File: src/rtl/uart_tx_cfg.sv
// uart_tx_cfg: configurable UART transmitter.
//
// Sends one frame per accepted request. A frame is a start bit (0), DATA_BITS
// data bits LSB first, an optional odd/even parity bit and STOP_BITS stop
// bits (1). Every bit lasts BAUD_DIV clocks.
//
// Parameters:
//   BAUD_DIV  - clocks per bit period (2..65535)
//   DATA_BITS - data bits per frame (5..9)
//   PARITY    - 0 = none, 1 = odd, 2 = even
//   STOP_BITS - stop bits per frame (1 or 2)
//
// Ports:
//   s_clk    - clock, rising edge
//   s_rst_n  - asynchronous active-low reset
//   tx_trig  - single-cycle transmit request, honoured only while tx_busy=0
//   tx_data  - frame payload, captured on an accepted request
//   tx_busy  - high for every cycle of a frame in progress
//   tx_done  - one-cycle pulse in the cycle after the last stop-bit cycle
//   rs232_tx - serial line, idles high
module uart_tx_cfg #(
    parameter int BAUD_DIV  = 434,
    parameter int DATA_BITS = 8,
    parameter int PARITY    = 0,
    parameter int STOP_BITS = 1
) (
    input  logic                 s_clk,
    input  logic                 s_rst_n,
    input  logic                 tx_trig,
    input  logic [DATA_BITS-1:0] tx_data,
    output logic                 tx_busy,
    output logic                 tx_done,
    output logic                 rs232_tx
);

    // The bit counter is shared between data bits and stop bits, so it is
    // sized for whichever of the two runs longer.
    localparam int CNT_W   = $clog2(BAUD_DIV);
    localparam int IDX_MAX = (DATA_BITS > STOP_BITS) ? DATA_BITS : STOP_BITS;
    localparam int IDX_W   = $clog2(IDX_MAX);

    localparam logic [CNT_W-1:0] CNT_RELOAD = CNT_W'(BAUD_DIV - 1);
    localparam logic [IDX_W-1:0] LAST_DATA  = IDX_W'(DATA_BITS - 1);
    localparam logic [IDX_W-1:0] LAST_STOP  = IDX_W'(STOP_BITS - 1);

    typedef enum logic [2:0] {
        ST_IDLE,
        ST_START,
        ST_DATA,
        ST_PARITY,
        ST_STOP
    } state_t;

    state_t                 state, state_n;
    logic [CNT_W-1:0]       baud_cnt, baud_cnt_n;
    logic [IDX_W-1:0]       bit_idx, bit_idx_n;
    logic [DATA_BITS-1:0]   shift_reg, shift_reg_n;
    logic                   par_bit, par_bit_n;
    logic                   line_n, busy_n, done_n;

    // State, counters and all three outputs are registered together; the
    // combinational block computes the value each output takes next cycle,
    // so no input reaches an output without passing through a flop.
    always_ff @(posedge s_clk or negedge s_rst_n) begin
        if (!s_rst_n) begin
            state     <= ST_IDLE;
            baud_cnt  <= '0;
            bit_idx   <= '0;
            shift_reg <= '0;
            par_bit   <= 1'b0;
            rs232_tx  <= 1'b1;
            tx_busy   <= 1'b0;
            tx_done   <= 1'b0;
        end else begin
            state     <= state_n;
            baud_cnt  <= baud_cnt_n;
            bit_idx   <= bit_idx_n;
            shift_reg <= shift_reg_n;
            par_bit   <= par_bit_n;
            rs232_tx  <= line_n;
            tx_busy   <= busy_n;
            tx_done   <= done_n;
        end
    end

    // Each bit ends when the down-counter reaches zero; at that boundary the
    // counter is reloaded and the line value for the following bit is
    // selected. The parity bit is computed from the payload at acceptance,
    // since the shift register no longer holds it by the time it is sent.
    always_comb begin
        state_n     = state;
        baud_cnt_n  = baud_cnt;
        bit_idx_n   = bit_idx;
        shift_reg_n = shift_reg;
        par_bit_n   = par_bit;
        line_n      = 1'b1;
        busy_n      = 1'b1;
        done_n      = 1'b0;

        case (state)
            ST_IDLE: begin
                busy_n = 1'b0;
                if (tx_trig) begin
                    state_n     = ST_START;
                    baud_cnt_n  = CNT_RELOAD;
                    bit_idx_n   = '0;
                    shift_reg_n = tx_data;
                    par_bit_n   = (PARITY == 1) ? ~(^tx_data) : (^tx_data);
                    line_n      = 1'b0;
                    busy_n      = 1'b1;
                end
            end

            ST_START: begin
                line_n = 1'b0;
                if (baud_cnt == '0) begin
                    state_n    = ST_DATA;
                    baud_cnt_n = CNT_RELOAD;
                    line_n     = shift_reg[0];
                end else begin
                    baud_cnt_n = baud_cnt - 1'b1;
                end
            end

            ST_DATA: begin
                line_n = shift_reg[0];
                if (baud_cnt == '0) begin
                    baud_cnt_n = CNT_RELOAD;
                    if (bit_idx == LAST_DATA) begin
                        bit_idx_n = '0;
                        if (PARITY != 0) begin
                            state_n = ST_PARITY;
                            line_n  = par_bit;
                        end else begin
                            state_n = ST_STOP;
                            line_n  = 1'b1;
                        end
                    end else begin
                        bit_idx_n   = bit_idx + 1'b1;
                        shift_reg_n = shift_reg >> 1;
                        line_n      = shift_reg[1];
                    end
                end else begin
                    baud_cnt_n = baud_cnt - 1'b1;
                end
            end

            ST_PARITY: begin
                line_n = par_bit;
                if (baud_cnt == '0) begin
                    state_n    = ST_STOP;
                    baud_cnt_n = CNT_RELOAD;
                    bit_idx_n  = '0;
                    line_n     = 1'b1;
                end else begin
                    baud_cnt_n = baud_cnt - 1'b1;
                end
            end

            ST_STOP: begin
                line_n = 1'b1;
                if (baud_cnt == '0) begin
                    if (bit_idx == LAST_STOP) begin
                        state_n   = ST_IDLE;
                        bit_idx_n = '0;
                        busy_n    = 1'b0;
                        done_n    = 1'b1;
                    end else begin
                        bit_idx_n  = bit_idx + 1'b1;
                        baud_cnt_n = CNT_RELOAD;
                    end
                end else begin
                    baud_cnt_n = baud_cnt - 1'b1;
                end
            end

            default: begin
                state_n = ST_IDLE;
                busy_n  = 1'b0;
            end
        endcase
    end

endmodule
File: config.mk
export PLATFORM = sky130hd
export DESIGN_NAME = uart_tx_cfg
export DESIGN_NICKNAME = d
export VERILOG_FILES = /design/src/rtl/uart_tx_cfg.sv
export SDC_FILE = /design/constraint.sdc
export NUM_CORES = 1
export LEC_CHECK = 0
export ABC_AREA = 0
export CORE_MARGIN = 2
export CORE_UTILIZATION = 40
export DETAILED_ROUTE_END_ITERATION = 10
export PLACE_DENSITY = 0.57
export SLEW_MARGIN = 20
export SYNTH_ARGS = -nofsm -noshare
export SYNTH_HDL_FRONTEND = slang
export SYNTH_SLANG_ARGS = --single-unit
File: constraint.sdc
create_clock -name s_clk -period 4.75 [get_ports s_clk]
set_input_delay 0.7125 -clock s_clk [delete_from_list [all_inputs] [get_ports s_clk]]
set_output_delay 0.7125 -clock s_clk [all_outputs]
set_load 0.05 [all_outputs]
Yosys cells after proc, flatten, opt, wreduce, memory -nomap -nowiden
Index checks and enable logic that the tools add are counted.
{ "word_totals": {"ff_bits": 27, "wordCells": 74} }
{ "op_classes": {"add_sub_neg": 2, "eq_ne": 14, "muxes": 37, "n_reduce_logical": 13} }
{ "ops": {"columns": ["operator", "count"], "rows": [
  ["$mux W3", 13],
  ["$mux W9", 4],
  ["$pmux W9 S3", 1],
  ["$mux W8", 3],
  ["$ne A2 B2 Y1 const B", 8],
  ["$pmux W8 S2", 1],
  ["$pmux W3 S5", 1],
  ["$pmux W3 S4", 1],
  ["$mux W1", 11],
  ["$logic_not A9 Y1", 1],
  ["$sub A9 B1 Y9 const B", 1],
  ["$reduce_xor A8 Y1", 1],
  ["$reduce_and A7 Y1", 1],
  ["$eq A3 B2 Y1 const B", 2],
  ["$eq A3 B3 Y1 const B", 2],
  ["$logic_not A3 Y1", 2],
  ["$reduce_and A5 Y1", 1],
  ["$pmux W1 S4", 1],
  ["$reduce_and A4 Y1", 1],
  ["$reduce_bool A4 Y1", 1],
  ["$add A3 B1 Y3 const B", 1],
  ["$eq A3 B1 Y1 const B", 1],
  ["$ne A3 B3 Y1 const B", 1],
  ["$pmux W1 S3", 1],
  ["5 further kinds", 5]
]} }

Logic depth before layout (Yosys ltp)
{ "logic_depth": {"ltp_word": 4, "depth_mapped": 9} }

Least setup slack after synthesis
Ideal clock, no wire load.
{ "synth_timing": {"path_kind": "reg2reg", "startpoint": "register baud_cnt[0]", "endpoint": "register baud_cnt[6]", "setup_ns": 0.124, "arrival_time_ns": 1.825, "required_time_ns": 4.626, "slack_ns": 2.801, "stages_incl_launch_ff": 8, "path_buffers": 1, "period_less_slack_ns": 1.949, "cell_sequence": "dfrtp_1 > inv_1 > ha_1 > or3b_1 > buf_2 > o311a_4 > o311a_2 > a211o_1"} }
{ "synth_via": {"elab_chain_cells": 3, "elab_cells_between_ends": 7, "classes_between": "add/sub: 1; eq/ne: 1; mux: 3; reduce/logical: 2"} }
{ "synth_lines": {"columns": ["element", "line_no", "text"], "rows": [
  ["from (decl)", "55", "logic [CNT_W-1:0] baud_cnt, baud_cnt_n;"],
  ["from (signal assigned)", "76", "baud_cnt <= baud_cnt_n;"],
  ["$sub A9 B1 Y9 or $logic_not A9 Y1 (tied branches)", null, null],
  ["$mux W9, or another cell as far along", "162", "if (baud_cnt == '0) begin"],
  ["$pmux W9 S3 or $reduce_and A3 Y1 (tied branches)", null, null]
]} }
Several ways; a longest one is shown, not always the timed one.
A chain may end at the register's enable or synchronous reset.

Worst setup path in the final report
{ "layout_timing": {"startpoint": "register rs232_tx", "endpoint": "output rs232_tx"} }
{ "layout_rtl": {"columns": ["element", "line_no", "text"], "rows": [
  ["from (decl)", "33", "output logic rs232_tx"],
  ["from (signal assigned)", "80", "rs232_tx <= line_n;"]
]} }
No word-level cell between the ends.

==> out/results.ini <==
[run_status]
status = completed

[die]
ios = 14
core-area_um2 = 3744
die_width_um = 67.25
die-area_um2 = 4523
row_count = 22
die_h_um = 67.25
start_util = 0.4275

[global_route]
grt_max_degree = 28
grt_pass1_vias = 1168
antenna_found_initial = 0
grt_pass1_wl_um = 5395
grt_overflow = 0
grt_util_all_layers = 0.1598

[final_layout]
drive_above_1_share = 0.2000
nFillCells = 372
largest_register_ffs = 9
insertedDiodeCount = 0
final_nets = 176
synthToLayoutAreaGrowth_pct = 12.74

[synthesis]
ys_seq_area_frac = 0.4230
yosysTopAreaCell = dfrtp_1
synth_area_leaders = dfrtp_1, mux2_2, xnor2_1, ha_1, o21ai_0
synthTopCellsByCount = dfrtp_1, mux2_2, o21ai_0
synthFlopType = dfrtp_1
ys_async_sr_fraction = 1.000
synth_cell_types = 51
yosys_warnings = 0
synth_top_area_frac = 0.4066
synth.most_common_cell = dfrtp_1
syn-num-nets = 164
synth_edf_count = 0
ys_seq_elements = 27
synthCells = 149
syn_area_per_cell_um2 = 10.74
netlist_area_um2 = 1600

[detailed_routing]
vias = 1155
viasPerCell = 5.553
drt-total-wl_um = 3031
drc = 0
wire_per_inst_um = 14.57
detail-route-antenna-nets = 0
drtIter0Drc = 73
first_pass_iters = 6

[timing]
min_period_over_period = 0.4824
fmax_mhz = 436.4
fin_crit_ns = 2.291
hold_violations = 0
fin_worst_skew_ns = 0.002302
drv_slew = 0
setup_viol = 0
max_slew_margin = 0.5862
holdWs_ns = 0.4898
worst_slew_pin_slew_ns = 0.6150
tns_ns = 0
rsz0062_at_grt = no

[clock_network]
clock_sinks = 27
cts-root-buf = clkbuf_8
clockBufferDepth = 2
holdBufCountCts = 0
cts-resized-gates = 0
numCtsBuffers = 3
post-cts-setup-buffers = 0
cts.clk_slew.worst_paths_ns = 0.09
cts_tree = done
worstSkewPairLatency_ns = 0.27
cts_max_level = 1

[critical_path]
cp_slowest_stage_delay_ns = 0.79
cp_max_fo = 1
worst-path-buf-inv = 1
cp_cell_sequence = clkdlybuf4s50_1
cpMaxStageDelayCell = clkdlybuf4s50_1
start_kind = register
crit_type = register to output pin
timing.critical_path.required_ns = 4.04
cp.arrival_ns = 1.58
end_kind = output pin
critPathTopFamily = buffers and inverters

[placement]
gp_congestion = 0.7613
hpwl_um = 2273
port_buffers = 13

[hold_path]
hold_class = register to register

[pwr]
powerDensity_nw_per_um2 = 363.3
p_leak_nw = 0.6831
vdd_drop_max_mv = 0.1584

[flow_run]
drv_cap = 0

-- layout make-up --
type | instances | area, µm² | area share
multi-input combinational | 108 | 857.1 | 0.4750
sequential | 27 | 676.9 | 0.3752
timing repair buffer | 14 | 137.6 | 0.07628
tap | 48 | 60.06 | 0.03329
clock buffer | 3 | 41.29 | 0.02288
inverter | 7 | 26.28 | 0.01456
clock inverter | 1 | 5.005 | 0.002774
-- worst register-to-register path, cell delays in order (launching register included) --
cell and delay (ns):
dfrtp_1 0.44, inv_1 0.08, ha_1 0.19, nor3b_1 0.45, nand3_2 0.25, a22oi_4 0.37, mux2_2 0.38
-- metrics by stage --
stage | instances | power, mW | worst slack, ns | area (µm²) | utilization
after floorplan | 149 | 0.4817 | 2.801 | 1600 | -
after global placement | 204 | 0.5202 | 2.501 | 1758 | 0.4696
after detailed placement | 204 | 0.5331 | 2.469 | 1758 | 0.4696
after CTS | 208 | 0.6631 | 2.444 | 1804 | 0.4820
after global routing | 208 | 0.7084 | 2.346 | 1804 | 0.4820
final | 208 | 0.6554 | 2.459 | 1804 | 0.4820
-- report_power, final --
part | total (mW) | switching, mW | internal (mW) | leakage (nW)
Sequential | 0.348 | 0.0592 | 0.289 | 0.322
Combinational | 0.180 | 0.0909 | 0.0892 | 0.336
Clock | 0.127 | 0.0687 | 0.0587 | 0.0255
Total | 0.655 | 0.219 | 0.437 | 0.683
-- metal layers --
layer  vias up  routed length, µm  GRT usage
met2        16               1435     0.2587
li1        573                  -          -
met4         0                 59    0.07653
met3         4                 74    0.02500
met5         -                  0          0
met1       562               1462     0.2086
-- final timing paths --
path                           endpoint         start  cells past startpoint  slack, ns
setup / recovery               rs232_tx      rs232_tx                      1       2.46
hold / removal             shift_reg[5]  shift_reg[5]                      1       0.49
setup reg to reg           shift_reg[4]   baud_cnt[0]                      6       2.47
hold reg to reg            shift_reg[5]  shift_reg[5]                      1       0.49
max in group asynchronous      rs232_tx       s_rst_n                      2       3.65
min in group asynchronous   baud_cnt[0]       s_rst_n                      2       0.80
-- kinds of logic after synthesis --
group           Yosys count  synth area share
compound gates           37            0.1822
xor+xnor                  7           0.03831
fa+ha+maj                 4           0.03128
buf+inv                  14           0.04144
flops                    27            0.4230
mux                      17            0.1196
simple gates             43            0.1642
-- placed cells by master (no fill, tap or decap), types with 2 or more instances in the layout --
master | synthesis | final
mux2_1 | 2 | 2
a21oi_1 | 4 | 4
dfrtp_1 | 26 | 26
clkbuf_8 | 0 | 3
o22ai_1 | 3 | 3
nor2_1 | 5 | 5
ha_1 | 4 | 4
nor3b_1 | 3 | 3
nand2_1 | 7 | 7
xnor2_1 | 7 | 7
clkdlybuf4s50_1 | 0 | 13
or3_1 | 2 | 2
nand2b_1 | 5 | 5
mux2_2 | 15 | 15
o311a_2 | 2 | 2
inv_1 | 6 | 6
nor3_1 | 8 | 8
o21ai_0 | 9 | 9
o21ai_1 | 3 | 3
o31ai_1 | 2 | 2
(Power assumes the default switching activity.)
==> edit 1 (same flow settings) <==
Take the reset off `shift_reg` and load it in a clocked block of its own.
--- a/src/rtl/uart_tx_cfg.sv
+++ b/src/rtl/uart_tx_cfg.sv
@@ -66,7 +66,6 @@
             state     <= ST_IDLE;
             baud_cnt  <= '0;
             bit_idx   <= '0;
-            shift_reg <= '0;
             par_bit   <= 1'b0;
             rs232_tx  <= 1'b1;
             tx_busy   <= 1'b0;
@@ -75,12 +74,15 @@
             state     <= state_n;
             baud_cnt  <= baud_cnt_n;
             bit_idx   <= bit_idx_n;
-            shift_reg <= shift_reg_n;
             par_bit   <= par_bit_n;
             rs232_tx  <= line_n;
             tx_busy   <= busy_n;
             tx_done   <= done_n;
         end
+    end
+
+    always_ff @(posedge s_clk) begin
+        shift_reg <= shift_reg_n;
     end
 
     // Each bit ends when the down-counter reaches zero; at that boundary the
Behaviour: same outputs for any inputs over 10 cycles, from zero or initial values and one cycle with s_rst_n low; that may be too few to reach the edited logic, so the function may still have changed.
==> edit 1 against the original RTL <==
Utilization about the same. Synthesized area is 0.86% lower. Power down 2.1%. Final cell count decreased by 0.96%. Sequential cell count stayed put. Wire length grew 2.8%. Worst setup slack worse by 0.039 ns. Sequential share of layout area rose by 2.2 points. Final area about the same. Largest cell class unchanged.
==> edit 1: results (changes against the original RTL) <==
status finished clean; Slew @ Worst Pin 0.9255 ns (+0.3105 ns); Placed Instances 202 (-0.98%); top cells by count, synth 18 x dfrtp_1, 10 x inv_1, 8 x edfxtp_1, 8 x mux2_1, 8 x nor2_1; placed cell area 0.001754 mm² (-0.21%); worst r2r path cells 5 (-1); DR vias/cell 5.617 (+1.1%); post-place setup slack 2.155 ns (-0.3142 ns); gpl congestion 0.7866 (+3.3%); hold-critical path depth 2 (+1); R2R Setup Slk 2.42 ns (-0.05 ns); sequential share of the synthesized area 45.19% (+2.9 points); share of layout cells above drive strength 1 11.39% (-8.6 points); Synth Net Count 160 (-2.4%); Hold Slack 0.5119 ns (+0.02205 ns); vias in the first global route 1246 (+6.7%); Longest Clk Path Bufs 2 (unchanged); Area contributors post-synth dfrtp_1 28%, edfxtp_1 15%, mux2_1 5.7%; largest net degree at the start of global routing 20 (-29%); GR Overflow Total 0 (unchanged); nets@finish 174 (-1.1%); mux contribution to synthesized area 7.019% (-4.9 points); GRT Total Usage 16.74% (+0.77 points); P_leak 0.6951 nW (+1.8%); share of synthesized registers carrying an async set or reset 70.37% (-30 points); Final Skew 0.005030 ns (+0.002727 ns); CP Launch Point baud_cnt[0]; Distinct cells, synth 49 (-3.9%); max FFs per register 9 (unchanged); DR pass1 iterations 4 (-2); CP endpoint shift_reg[5]; hpwl dp 2.304 mm (+1.4%); CTS root buf clkbuf_8; Hold Crit Endpoint par_bit; non-filler cells, final 206 (-0.96%); WP data arrival 2.25 ns (+0.67 ns); first-pass GRT wire length 5.671 mm (+5.1%); CP max FO 8 (+7); adder-cell area share of the yosys netlist 3.155% (+0.027 points); Worst-path clk slew 0.10 ns; xor and xnor area share after synthesis 4.890% (+1.1 points); Max Fclk 429.2 MHz (-1.7%); Antenna Cells 0 (unchanged); IO Port Bufs 13 (unchanged); Most used DFF post-synth dfrtp_1; hold_sp par_bit; Post-synth EDFFs 8 (+8); post-synthesis instance total 145 (-2.7%); wire length per cell 15.13 µm (+3.8%); peak supply drop 162.3 µV (+2.5%); DRT iter0 DRCs 28 (-62%); Synth Area in Compound Gates 15.77% (-2.4 points)
edit 1: power breakdown:
group          leakage [nW]  switching (mW)  internal [mW]
Clock                0.0217          0.0736         0.0596
Combinational         0.373          0.0874         0.0896
Sequential            0.300          0.0529          0.278
edit 1: layout make-up:
cell class / count / area (µm²)
tap: 48 / 60.06
sequential: 27 / 716.9
multi-input combinational: 103 / 805.8
fill: 377 / 1941
timing repair buffer: 13 / 130.1
clock buffer: 3 / 41.29
inverter: 11 / 41.29
clock inverter: 1 / 7.507
edit 1: worst max-delay path, cell delays in order (launching register included):
cell,delay [ns]
dfrtp_1,0.41
inv_1,0.11
ha_1,0.21
nor3b_4,0.38
nand3_1,0.23
a21oi_1,0.64
edit 1: layer usage:
layer | routed length [µm] | vias up | GRT usage, % | part of all wire (%)
li1 | - | 558 | - | -
met1 | 1478 | 585 | 21.62 | 47
met2 | 1522 | 12 | 28.63 | 49
met3 | 97 | 2 | 3.547 | 3.1
met4 | 18 | 0 | 3.827 | 0.58
met5 | 0 | - | 0 | 0
==> edit 2 (same flow settings) <==
Made on the original files. The parameter `BAUD_DIV` goes from 434 to 217.
--- a/src/rtl/uart_tx_cfg.sv
+++ b/src/rtl/uart_tx_cfg.sv
@@ -19,7 +19,7 @@
 //   tx_done  - one-cycle pulse in the cycle after the last stop-bit cycle
 //   rs232_tx - serial line, idles high
 module uart_tx_cfg #(
-    parameter int BAUD_DIV  = 434,
+    parameter int BAUD_DIV  = 217,
     parameter int DATA_BITS = 8,
     parameter int PARITY    = 0,
     parameter int STOP_BITS = 1
Check against the original RTL: no difference found for any inputs over 10 cycles, from zero or initial values and one cycle with s_rst_n low; that may be too few to reach the edited logic, so the function may still have changed.
==> edit 2 against the original RTL <==
Synthesized area is 6.0% lower. Final area is 3.8% lower. Sequential cell count is 1 lower. First-iteration DRC count is 4.1% lower. Maximum frequency is 11% lower. Synthesized cell count is 5.4% lower. Highest routed layer unchanged. Sequential power is 3% higher. Wire length is 9.7% lower. Worst setup slack worse by 0.28 ns. Power is 6.1% higher.
==> edit 2: results (changes against the original RTL) <==
Placed Instances 198 (-2.9%); PD cells 400.7 mW/mm² (+10%); Synth Area in Compound Gates 13.31% (-4.9 points); GRT Total Usage 14.63% (-1.3 points); Final Skew 0.006189 ns (+0.003887 ns); xor and xnor area share after synthesis 5.824% (+2.0 points); CP max FO 8 (+7); Worst path max stage delay 0.70 ns (-0.09 ns); largest net degree at the start of global routing 27 (-3.6%); Clk power 0.140 mW (+10%); met3 WL 52 µm (-30%); GRT met3 Usage 2.568% (+0.068 points); mux contribution to synthesized area 13.14% (+1.2 points); Distinct cells, synth 44 (-14%); adder-cell area share of the yosys netlist 3.328% (+0.20 points); met1 GRT Util 19.19% (-1.7 points); Area contributors post-synth dfrtp_1 42%, mux2_1 6.7%, xnor2_1 5.2%; sequential share of the synthesized area 43.34% (+1.0 points); hpwl dp 2.009 mm (-12%); Sw Pwr 0.2241 mW (+2.4%); gpl congestion 0.7653 (+0.53%); met2 wire len 1.289 mm (-10%); P_leak 0.6868 nW (+0.54%); crit path max-delay cell type nor4b_1; status finished clean; WP data arrival 2.72 ns (+1.14 ns); delay-heaviest family, CP simple AND/OR/NAND/NOR gates; share of synthesized registers carrying an async set or reset 100.0% (unchanged); syn avg cell area 10.67 µm² (-0.69%); non-filler cells, final 202 (-2.9%); M1 WL 1.371 mm (-6.2%); post-place setup slack 1.898 ns (-0.5719 ns); first-pass GRT wire length 4.919 mm (-8.8%); DR pass1 iterations 4 (-2); nets@finish 170 (-3.4%); share of layout cells above drive strength 1 11.69% (-8.3 points); Slew @ Worst Pin 0.8427 ns (+0.2277 ns); H-tree levels 1 (unchanged); Routed WL 2.737 mm (-9.7%); top cells by count, synth 25 x dfrtp_1, 9 x mux2_1, 9 x nor2_1, 9 x xnor2_1; Synth Net Count 156 (-4.9%); vias 1063 (-8.0%)
## edit 2: cell types whose count changed in the layout (fill, tap and decap cells not counted), moves of 4 or more
cell / before / now
mux2_2: 15 / 5
mux2_1: 2 / 9
o21ai_0: 9 / 1
nor3_1: 8 / 2
mux2i_1: 0 / 4
nor2_1: 5 / 9
## edit 2: cell type report
type | instances | area (µm²)
Tap cell | 48 | 60.06
Sequential cell | 26 | 651.9
Inverter | 7 | 26.28
Clock buffer | 4 | 55.05
Fill cell | 356 | 1898
Multi-Input combinational cell | 103 | 804.5
Timing Repair Buffer | 14 | 137.6
## edit 2: final timing paths
check                             start      endpoint  slack [ns]
min in group asynchronous       s_rst_n   baud_cnt[7]        0.82
setup reg to reg            baud_cnt[0]  shift_reg[3]        2.25
max in group asynchronous       s_rst_n      rs232_tx        3.63
hold / removal             shift_reg[2]  shift_reg[2]        0.50
setup / recovery                tx_trig  shift_reg[3]        2.18
hold reg to reg            shift_reg[2]  shift_reg[2]        0.50
